==> src/rtl/spi_result_tx.sv <==
// SPI-slave (mode 0, MSB first) result transmitter: one-entry holding register
// serialised on MISO during the next chip-select frame; SCLK/CS_N synchronised into clk.
module spi_result_tx #(
  parameter int unsigned          DATA_WIDTH  = 8,
  parameter int unsigned          SYNC_STAGES = 2,
  parameter logic [DATA_WIDTH-1:0] IDLE_FILL  = '0
) (
  input  logic                  clk,
  input  logic                  reset,
  input  logic                  load,
  input  logic [DATA_WIDTH-1:0] data_in,
  input  logic                  sclk_in,
  input  logic                  cs_n_in,
  output logic                  miso,
  output logic                  busy,
  output logic                  hold_valid,
  output logic                  done,
  output logic                  aborted,
  output logic                  overrun
);

  localparam int unsigned CNT_W = (DATA_WIDTH > 1) ? $clog2(DATA_WIDTH) : 1;

  typedef enum logic [1:0] {
    IDLE    = 2'd0,
    SHIFT   = 2'd1,
    WAIT_CS = 2'd2
  } state_e;

  state_e                 state_q, state_d;
  logic [SYNC_STAGES-1:0] sck_sync_q, sck_sync_d;
  logic [SYNC_STAGES-1:0] cs_sync_q, cs_sync_d;
  logic                   sck_prev_q, sck_prev_d;
  logic                   cs_prev_q, cs_prev_d;
  logic [DATA_WIDTH-1:0]  hold_q, hold_d;
  logic                   hold_valid_q, hold_valid_d;
  logic [DATA_WIDTH-1:0]  shift_q, shift_d;
  logic [CNT_W-1:0]       bit_cnt_q, bit_cnt_d;
  logic                   seen_rise_q, seen_rise_d;
  logic                   miso_q, miso_d;
  logic                   busy_q, busy_d;
  logic                   done_q, done_d;
  logic                   aborted_q, aborted_d;
  logic                   overrun_q, overrun_d;

  logic sck_s, cs_s;
  logic sck_rise, sck_fall, cs_rise, cs_fall;

  // Synchronised pin levels and single-cycle edge strobes
  always_comb begin
    sck_sync_d = {sck_sync_q[SYNC_STAGES-2:0], sclk_in};
    cs_sync_d  = {cs_sync_q[SYNC_STAGES-2:0], cs_n_in};
    sck_s      = sck_sync_q[SYNC_STAGES-1];
    cs_s       = cs_sync_q[SYNC_STAGES-1];
    sck_prev_d = sck_s;
    cs_prev_d  = cs_s;
    sck_rise   = sck_s & ~sck_prev_q;
    sck_fall   = ~sck_s & sck_prev_q;
    cs_rise    = cs_s & ~cs_prev_q;
    cs_fall    = ~cs_s & cs_prev_q;
  end

  // Next-state, holding register and pulse generation
  always_comb begin
    state_d      = state_q;
    hold_d       = hold_q;
    hold_valid_d = hold_valid_q;
    shift_d      = shift_q;
    bit_cnt_d    = bit_cnt_q;
    seen_rise_d  = seen_rise_q;
    done_d       = 1'b0;
    aborted_d    = 1'b0;
    overrun_d    = 1'b0;

    if (load) begin
      hold_d       = data_in;
      hold_valid_d = 1'b1;
      overrun_d    = hold_valid_q;
    end

    unique case (state_q)
      IDLE: begin
        if (cs_fall) begin
          state_d      = SHIFT;
          bit_cnt_d    = '0;
          seen_rise_d  = 1'b0;
          hold_valid_d = 1'b0;
          // A load coinciding with frame start bypasses the holding register
          if (load)              shift_d = data_in;
          else if (hold_valid_q) shift_d = hold_q;
          else                   shift_d = IDLE_FILL;
        end
      end
      SHIFT: begin
        if (cs_rise) begin
          aborted_d = 1'b1;
          state_d   = IDLE;
        end else if (sck_rise) begin
          seen_rise_d = 1'b1;
          bit_cnt_d   = bit_cnt_q + CNT_W'(1);
          if (bit_cnt_q == CNT_W'(DATA_WIDTH - 1)) begin
            done_d  = 1'b1;
            state_d = WAIT_CS;
          end
        end else if (sck_fall && seen_rise_q) begin
          shift_d = shift_q << 1;
        end
      end
      WAIT_CS: begin
        if (cs_rise) state_d = IDLE;
      end
      default: state_d = IDLE;
    endcase

    miso_d = (state_d == SHIFT) ? shift_d[DATA_WIDTH-1] : 1'b0;
    busy_d = (state_d != IDLE);
  end

  always_ff @(posedge clk) begin
    if (reset) begin
      state_q      <= IDLE;
      sck_sync_q   <= '1;
      cs_sync_q    <= '1;
      sck_prev_q   <= 1'b1;
      cs_prev_q    <= 1'b1;
      hold_q       <= '0;
      hold_valid_q <= 1'b0;
      shift_q      <= '0;
      bit_cnt_q    <= '0;
      seen_rise_q  <= 1'b0;
      miso_q       <= 1'b0;
      busy_q       <= 1'b0;
      done_q       <= 1'b0;
      aborted_q    <= 1'b0;
      overrun_q    <= 1'b0;
    end else begin
      state_q      <= state_d;
      sck_sync_q   <= sck_sync_d;
      cs_sync_q    <= cs_sync_d;
      sck_prev_q   <= sck_prev_d;
      cs_prev_q    <= cs_prev_d;
      hold_q       <= hold_d;
      hold_valid_q <= hold_valid_d;
      shift_q      <= shift_d;
      bit_cnt_q    <= bit_cnt_d;
      seen_rise_q  <= seen_rise_d;
      miso_q       <= miso_d;
      busy_q       <= busy_d;
      done_q       <= done_d;
      aborted_q    <= aborted_d;
      overrun_q    <= overrun_d;
    end
  end

  assign miso       = miso_q;
  assign busy       = busy_q;
  assign hold_valid = hold_valid_q;
  assign done       = done_q;
  assign aborted    = aborted_q;
  assign overrun    = overrun_q;

endmodule

==> config.mk <==
export PLATFORM = sky130hd
export DESIGN_NAME = spi_result_tx
export DESIGN_NICKNAME = d
export VERILOG_FILES = /design/src/rtl/spi_result_tx.sv
export SDC_FILE = /design/constraint.sdc
export NUM_CORES = 1
export LEC_CHECK = 0
export BUFFER_PORTS_ARGS = -buffer_cell sky130_fd_sc_hd__buf_2
export CAP_MARGIN = 20
export CORE_UTILIZATION = 37
export CTS_CLUSTER_DIAMETER = 30
export CTS_CLUSTER_SIZE = 28
export DETAILED_ROUTE_END_ITERATION = 16
export SYNTH_ARGS = -nofsm -noshare
export SYNTH_HDL_FRONTEND = slang
export SYNTH_SLANG_ARGS = --single-unit
==> constraint.sdc <==
create_clock -name clk -period 1.45 [get_ports clk]
set_clock_uncertainty 0.05 [all_clocks]
set_input_delay 0.0725 -clock clk [delete_from_list [all_inputs] [get_ports clk]]
set_output_delay 0.0725 -clock clk [all_outputs]
set_load 0.02 [all_outputs]
==> results of run 1 <==
==> worst max-delay path, cell delays in order, from the launching register on <==
cell	delay, ns
dfxtp_1	0.40
or4b_4	0.49
a221o_1	0.35
a21oi_2	0.12
==> cells by family after synthesis <==
kind of cell | Yosys count
multiplexers | 6
AO/OA/AOI/OAI | 49
flip-flops | 34
adder cells (fa/ha/maj) | 2
buffers and inverters | 14
AND/OR/NAND/NOR | 49
==> area by class of cell <==
cell class	instances	area, um^2
Inverter	3	11.26
Fill cell	351	1752
Tap cell	48	60.06
Timing Repair Buffer	46	317.8
Multi-Input combinational cell	106	780.7
Clock buffer	7	76.32
Sequential cell	34	690.7
==> what timing repair did <==
item	in CTS	in global routing
pin swaps	1	14
resized for setup	7	22
hold buffers	7	0
buffers inserted	0	1
setup endpoints to repair	9	13
endpoints found under the hold margin	7	0
==> flip-flops by register name, indices dropped and copies added, names as in the netlist, 2 cells and up <==
signal      flops
bit_cnt_q       3
cs_sync_q       2
hold_q          8
sck_sync_q      2
shift_q         8
state_q         2
==> worst min-delay path by stage <==
stage                          start  cells past startpoint            end  slack, ns
final                     data_in[0]                      3      hold_q[0]      0.002
after detailed placement     sclk_in                      2  sck_sync_q[0]       0.21
after global placement       sclk_in                      2  sck_sync_q[0]       0.20
after floorplan              cs_n_in                      1   cs_sync_q[0]       0.13
after global routing      data_in[0]                      3      hold_q[0]      0.007
after CTS                 data_in[0]                      3      hold_q[0]      0.001
==> cell usage in the layout, fill, tap and decap left out, drive strengths merged, types with 5 or more instances in the layout <==
master,count
a21oi,17
a22o,7
a22oi,6
a311oi,5
buf,39
clkbuf,7
dfxtp,34
dlygate4sd3,7
mux2i,6
nand2,6
nand2b,5
nor2,9
nor3,5
o21ai,7
or2,7
==> per-layer routing <==
metal | share of wire, % | up-vias
met5 | 0 | -
met4 | 2.0 | 0
met3 | 3.4 | 5
met2 | 48 | 22
met1 | 47 | 621
li1 | - | 650
==> stage by stage <==
step | setup WS [ns] | std cells | instance area, um^2 | power [uW] | util [%]
CTS | -0.03202 | 243 | 1848 | 1839 | 50.10
finish | -0.02731 | 244 | 1937 | 1823 | 52.51
global placement | 0.001457 | 229 | 1690 | 1181 | 45.83
detailed placement | -0.07380 | 229 | 1690 | 1188 | 45.83
global route | -0.05519 | 244 | 1937 | 1928 | 52.51
floorplan | 0.02955 | 154 | 1436 | 1121 | -
==> Yosys cell counts (2+ instances only) <==
cell type and n:
dfxtp_1 34, a21oi_1 16, nor2_1 9, a22o_1 7, clkbuf_1 7, or2_2 7
a22oi_1 6, mux2i_1 6, nand2_1 6, o21ai_0 6, a311oi_1 5, nand2b_1 5
buf_2 4, nor3_1 4, inv_1 3, nand3b_1 3, nor2b_1 3, a31oi_1 2
ha_1 2, nand4_1 2, or3_1 2
==> power by group through the flow <==
stage / combinational [uW] / sequential (uW) / clock (uW)
global placement: 171 / 1010 / 0
detailed placement: 176 / 1010 / 0
global route: 223 / 997 / 708
floorplan: 107 / 1010 / 0
finish: 201 / 992 / 630
CTS: 194 / 992 / 654
==> flow_summary.yaml, run 1 <==
timing:
  hold_ws_ns: 0.002301
  final.setup.tns_ns: -0.03771
  setup_viol_count_final: 2
  tightest_slew_ns: 0.4340
  max_clk_rate_mhz: 676.9
  report.final.hold_viol_count: 0
  setup_slack_ns: -0.02731
  final.min_clock_period_ns: 1.477
  final-max-slew-violation-count: 0
  final.period_utilization_pct: 101.9
  relative_slew_margins_pct: 71.06
  grt_setup_unrepaired: "true"
synth:
  synth_sequential_area_ratio_pct: 47.39
  number_of_enable_type_register_cells_in_the_synthesized_netlist: 0
  netlist.top_cell.by_area: "dfxtp_1"
  synthesis.area_mm2: 0.001436
  synth_compound_gate_area_share_pct: 22.91
  ys_dominant_reg_cell: "dfxtp_1"
  share_of_the_synthesized_area_in_the_top_cell_type_pct: 47.39
  count_of_warnings_emitted_by_yosys: 0
  synth_adder_area_share_pct: 1.742
  yosys_cell_types: 36
  synth_top_family_by_area: "compound AO/OA/AOI/OAI gates"
  ys_seq_elements: 34
  mux_contribution_to_synthesized_area_pct: 4.181
  synthCells: 154
  avgSynthCellArea_um2: 9.327
  asyncSetResetFlopFracSynth_pct: 0
  yosys.area_share.xor_xnor_pct: 0
  netlist_top_cells_area: "dfxtp_1, a21oi_1, a22o_1"
  synth_simple_gate_area_share_pct: 19.77
  synth_fp_nets: 169
critical_path:
  critical_path_class: "reg2reg"
  arrival_ns: 1.64
  largest_driver_fanout_on_the_critical_path: 5
  timing.critical_path.from_type: "register"
  cp-startpoint: "cs_prev_q"
  cp.required_ns: 1.61
  r2r_start: "cs_prev_q"
  ff2ff_path_depth: 3
  timing.critical_path.to_type: "register"
  timing.rr.end: "miso"
  reg2reg_setup_slack_ns: -0.03
  endpoint: "miso"
cts:
  clk_pin_slew_ns: 0.06
  cts.sinks: 34
  cts_root_buf: "clkbuf_8"
  clock_tree_from_tritoncts: "done"
  htree_num_levels: 2
  clock_path_buffers: 2
  cts_buffers: 5
  clkLatencyLatePin_ns: 0.28
hold_path:
  hold_class: "in2reg"
floorplanning:
  floorplan.io_pins: 19
  die_area_mm2: 0.004135
  die_w_um: 64.31
  core_region_area_mm2: 0.003689
  standard_cell_row_count: 22
  die-height_um: 64.31
  start_util_pct: 38.94
status:
  outcome: "finished, violations left"
  failed_checks: "setup timing"
grt:
  met1_usage_pct: 20.26
  groute.layer.met2.usage_pct: 26.32
  met3_usage_pct: 6.429
  first_global_vias: 1227
  gr-total-overflow: 0
  globalRouteTotalUtil_pct: 17.08
  grt_start_max_net_pins: 26
  antenna_found_initial: 0
  grt.busiest_layer: "met2"
  grt_pass1_wl_um: 5285
pwr:
  power.ir.vdd_worst_mv: 0.6710
  power.density_mw_per_mm2: 941.4
  power_frac_clock_pct: 34.5
  intPower_uw: 1404
  swShare_pct: 23.00
  switchingPower_uw: 419.4
  leakagePower_uw: 0.0007480
  comb_power_share_pct: 11.0
  pwr-share-seq_pct: 54.4
drt:
  drt_iter0_drc: 60
  drcViolationCount: 0
  routed_wl_um: 3086
  route.antenna.remaining_nets: 0
  drt-wirelength-per-cell_um: 12.65
  avgViaCountPerCell: 5.320
  via_count: 1298
  drt_pre_antenna_iters: 4
final_layout:
  drive_above_1_share_pct: 37.24
  num-nets-final: 211
  antenna_cells: 0
  flow.area_growth_from_synthesis_pct: 34.84
place:
  globalplace.congestion: 0.8002
  dpl.hpwl_um: 2105
  port-buffer-count: 18
job:
  timing.max_cap.violations: 0
(Power assumes the default switching activity.)
==> inputs of run 2 (changes only) <==
--- a/config.mk
+++ b/config.mk
@@ -8,9 +8,11 @@
 export BUFFER_PORTS_ARGS = -buffer_cell sky130_fd_sc_hd__buf_2
 export CAP_MARGIN = 20
 export CORE_UTILIZATION = 37
+export CTS_BUF_LIST = sky130_fd_sc_hd__clkbuf_4
 export CTS_CLUSTER_DIAMETER = 30
 export CTS_CLUSTER_SIZE = 28
 export DETAILED_ROUTE_END_ITERATION = 16
+export SETUP_SLACK_MARGIN = 0.3
 export SYNTH_ARGS = -nofsm -noshare
 export SYNTH_HDL_FRONTEND = slang
 export SYNTH_SLANG_ARGS = --single-unit
==> flow_summary.yaml, run 2 (same netlist as run 1, synthesis figures left out) <==
grt:
  grt_start_max_net_pins: 21
  first_global_vias: 1334
  globalRouteTotalUtil_pct: 18.76
  grt_pass1_wl_um: 5796
  gr-total-overflow: 0
  antenna_found_initial: 0
cts:
  clkLatencyLatePin_ns: 0.35
  clock_path_buffers: 2
  cts_root_buf: "clkbuf_4"
  cts_buffers: 5
  htree_num_levels: 2
  clk_pin_slew_ns: 0.10
  cts.sinks: 34
  clock_tree_from_tritoncts: "done"
floorplanning:
  die_w_um: 64.31
  floorplan.io_pins: 19
  standard_cell_row_count: 22
  die_area_mm2: 0.004135
  start_util_pct: 38.94
  die-height_um: 64.31
  core_region_area_mm2: 0.003689
critical_path:
  timing.critical_path.from_type: "register"
  ff2ff_path_depth: 3
  cp.required_ns: 1.69
  timing.critical_path.to_type: "register"
  cp-startpoint: "state_q[0]"
  arrival_ns: 1.73
  largest_driver_fanout_on_the_critical_path: 4
  r2r_start: "state_q[0]"
  critical_path_cell_list: "or4b_4 -> a221o_1 -> a21oi_2"
  reg2reg_setup_slack_ns: -0.04
  timing.rr.end: "miso"
  critical_path_class: "reg2reg"
  critical_path.max_stage_delay_ns: 0.52
  library_cell_contributing_the_largest_single_delay_on_the_critical_path: "or4b_4"
timing:
  tightest_slew_ns: 0.3589
  final.setup.tns_ns: -0.05980
  hold_ws_ns: 0.06142
  setup_viol_count_final: 2
  final-max-slew-violation-count: 0
  final.period_utilization_pct: 102.8
  report.final.hold_viol_count: 0
  max_clk_rate_mhz: 670.6
  final.min_clock_period_ns: 1.491
  relative_slew_margins_pct: 76.08
  setup_slack_ns: -0.04119
  grt_setup_unrepaired: "true"
drt:
  drt-wirelength-per-cell_um: 13.80
  via_count: 1323
  route.antenna.remaining_nets: 0
  avgViaCountPerCell: 5.313
  drt_iter0_drc: 51
  drt_pre_antenna_iters: 6
  routed_wl_um: 3437
  drcViolationCount: 0
pwr:
  swShare_pct: 26.31
  switchingPower_uw: 460.5
  intPower_uw: 1290
  comb_power_share_pct: 13.1
  power.ir.vdd_worst_mv: 0.4891
  power.density_mw_per_mm2: 838.7
  pwr-share-seq_pct: 56.8
  leakagePower_uw: 0.0008047
  power_frac_clock_pct: 30.1
hold_path:
  worst_hold_path.endpoint: "bit_cnt_q[2]"
  timing.hold.worst.start: "reset"
  holdPathStages: 2
  hold_class: "in2reg"
final_layout:
  num-nets-final: 215
  antenna_cells: 0
  mostFrequentLayoutCells: "dfxtp_1, buf_2, buf_4, a21oi_1, dlygate4sd3_1"
  n_fill_cell: 349
  drive_above_1_share_pct: 46.77
  leading_cell_type_in_the_layout_fill_and_taps_excluded: "dfxtp_1"
  layout_top_registers: "hold_q x8, shift_q x8, bit_cnt_q x3"
  instances_no_fill: 249
  flow.area_growth_from_synthesis_pct: 45.30
status:
  outcome: "finished, violations left"
  failed_checks: "setup timing"
place:
  port-buffer-count: 18
  globalplace.congestion: 0.8094
  dp_cells: 220
  dpl.hpwl_um: 2151
job:
  timing.max_cap.violations: 0
## run 2: per-layer routing
layer / track usage (%) / vias to the layer above / wire length [um]
li1: - / 667 / -
met3: 4.643 / 10 / 111
met5: 0 / - / 0
met1: 21.25 / 621 / 1519
met4: 12.78 / 0 / 112
met2: 30.79 / 25 / 1694
## run 2: final cells by class
| class | instances | area (um^2) | area share, % |
|---|---|---|---|
| Clock buffer | 6 | 45.04 | 2.158 |
| Clock inverter | 2 | 8.758 | 0.4197 |
| Inverter | 3 | 11.26 | 0.5396 |
| Multi-Input combinational cell | 106 | 869.6 | 41.67 |
| Sequential cell | 34 | 699.4 | 33.51 |
| Tap cell | 48 | 60.06 | 2.878 |
| Timing Repair Buffer | 50 | 392.9 | 18.82 |
## run 2: power groups by stage
stage	Sequential [uW]	Clock [uW]	Combinational (uW)
6_report	994	528	229
5_1_grt	999	588	252
4_1_cts	992	544	215
3_5_place_dp	1020	0	171
3_3_place_gp	1010	0	166
2_1_floorplan	1020	0	112
## run 2: worst max-delay path by stage
stage / to / slack (ns)
floorplan: miso / 0.04
global placement: miso / 0.01
detailed placement: shift_q[1] / -0.05
CTS: miso / -0.02
global route: miso / -0.07
finish: miso / -0.04
## run 2: what timing repair did
item,4_1_cts,5_1_grt
setup buffers,9,2
endpoints found under the hold margin,10,0
endpoints found under the setup margin,18,17
cloned,0,0
hold buffers,10,0
gates resized for setup,35,16
pin swaps,23,10
## run 2: stage by stage
stage	setup WS, ns	power [uW]	cell area, um^2	util (%)
floorplan	0.03920	1129	1480	-
global placement	0.01078	1180	1660	45.01
detailed placement	-0.05034	1187	1660	45.01
CTS	-0.02175	1752	2007	54.41
global route	-0.06752	1839	2087	56.58
finish	-0.04119	1750	2087	56.58
## run 2: critical path: cells and delay by family (launching register included)
| family | cells | cell delay [ns] |
|---|---|---|
| AOI/OAI and AO/OA | 2 | 0.48 |
| DFF | 1 | 0.38 |
| and+or+nand+nor | 1 | 0.52 |
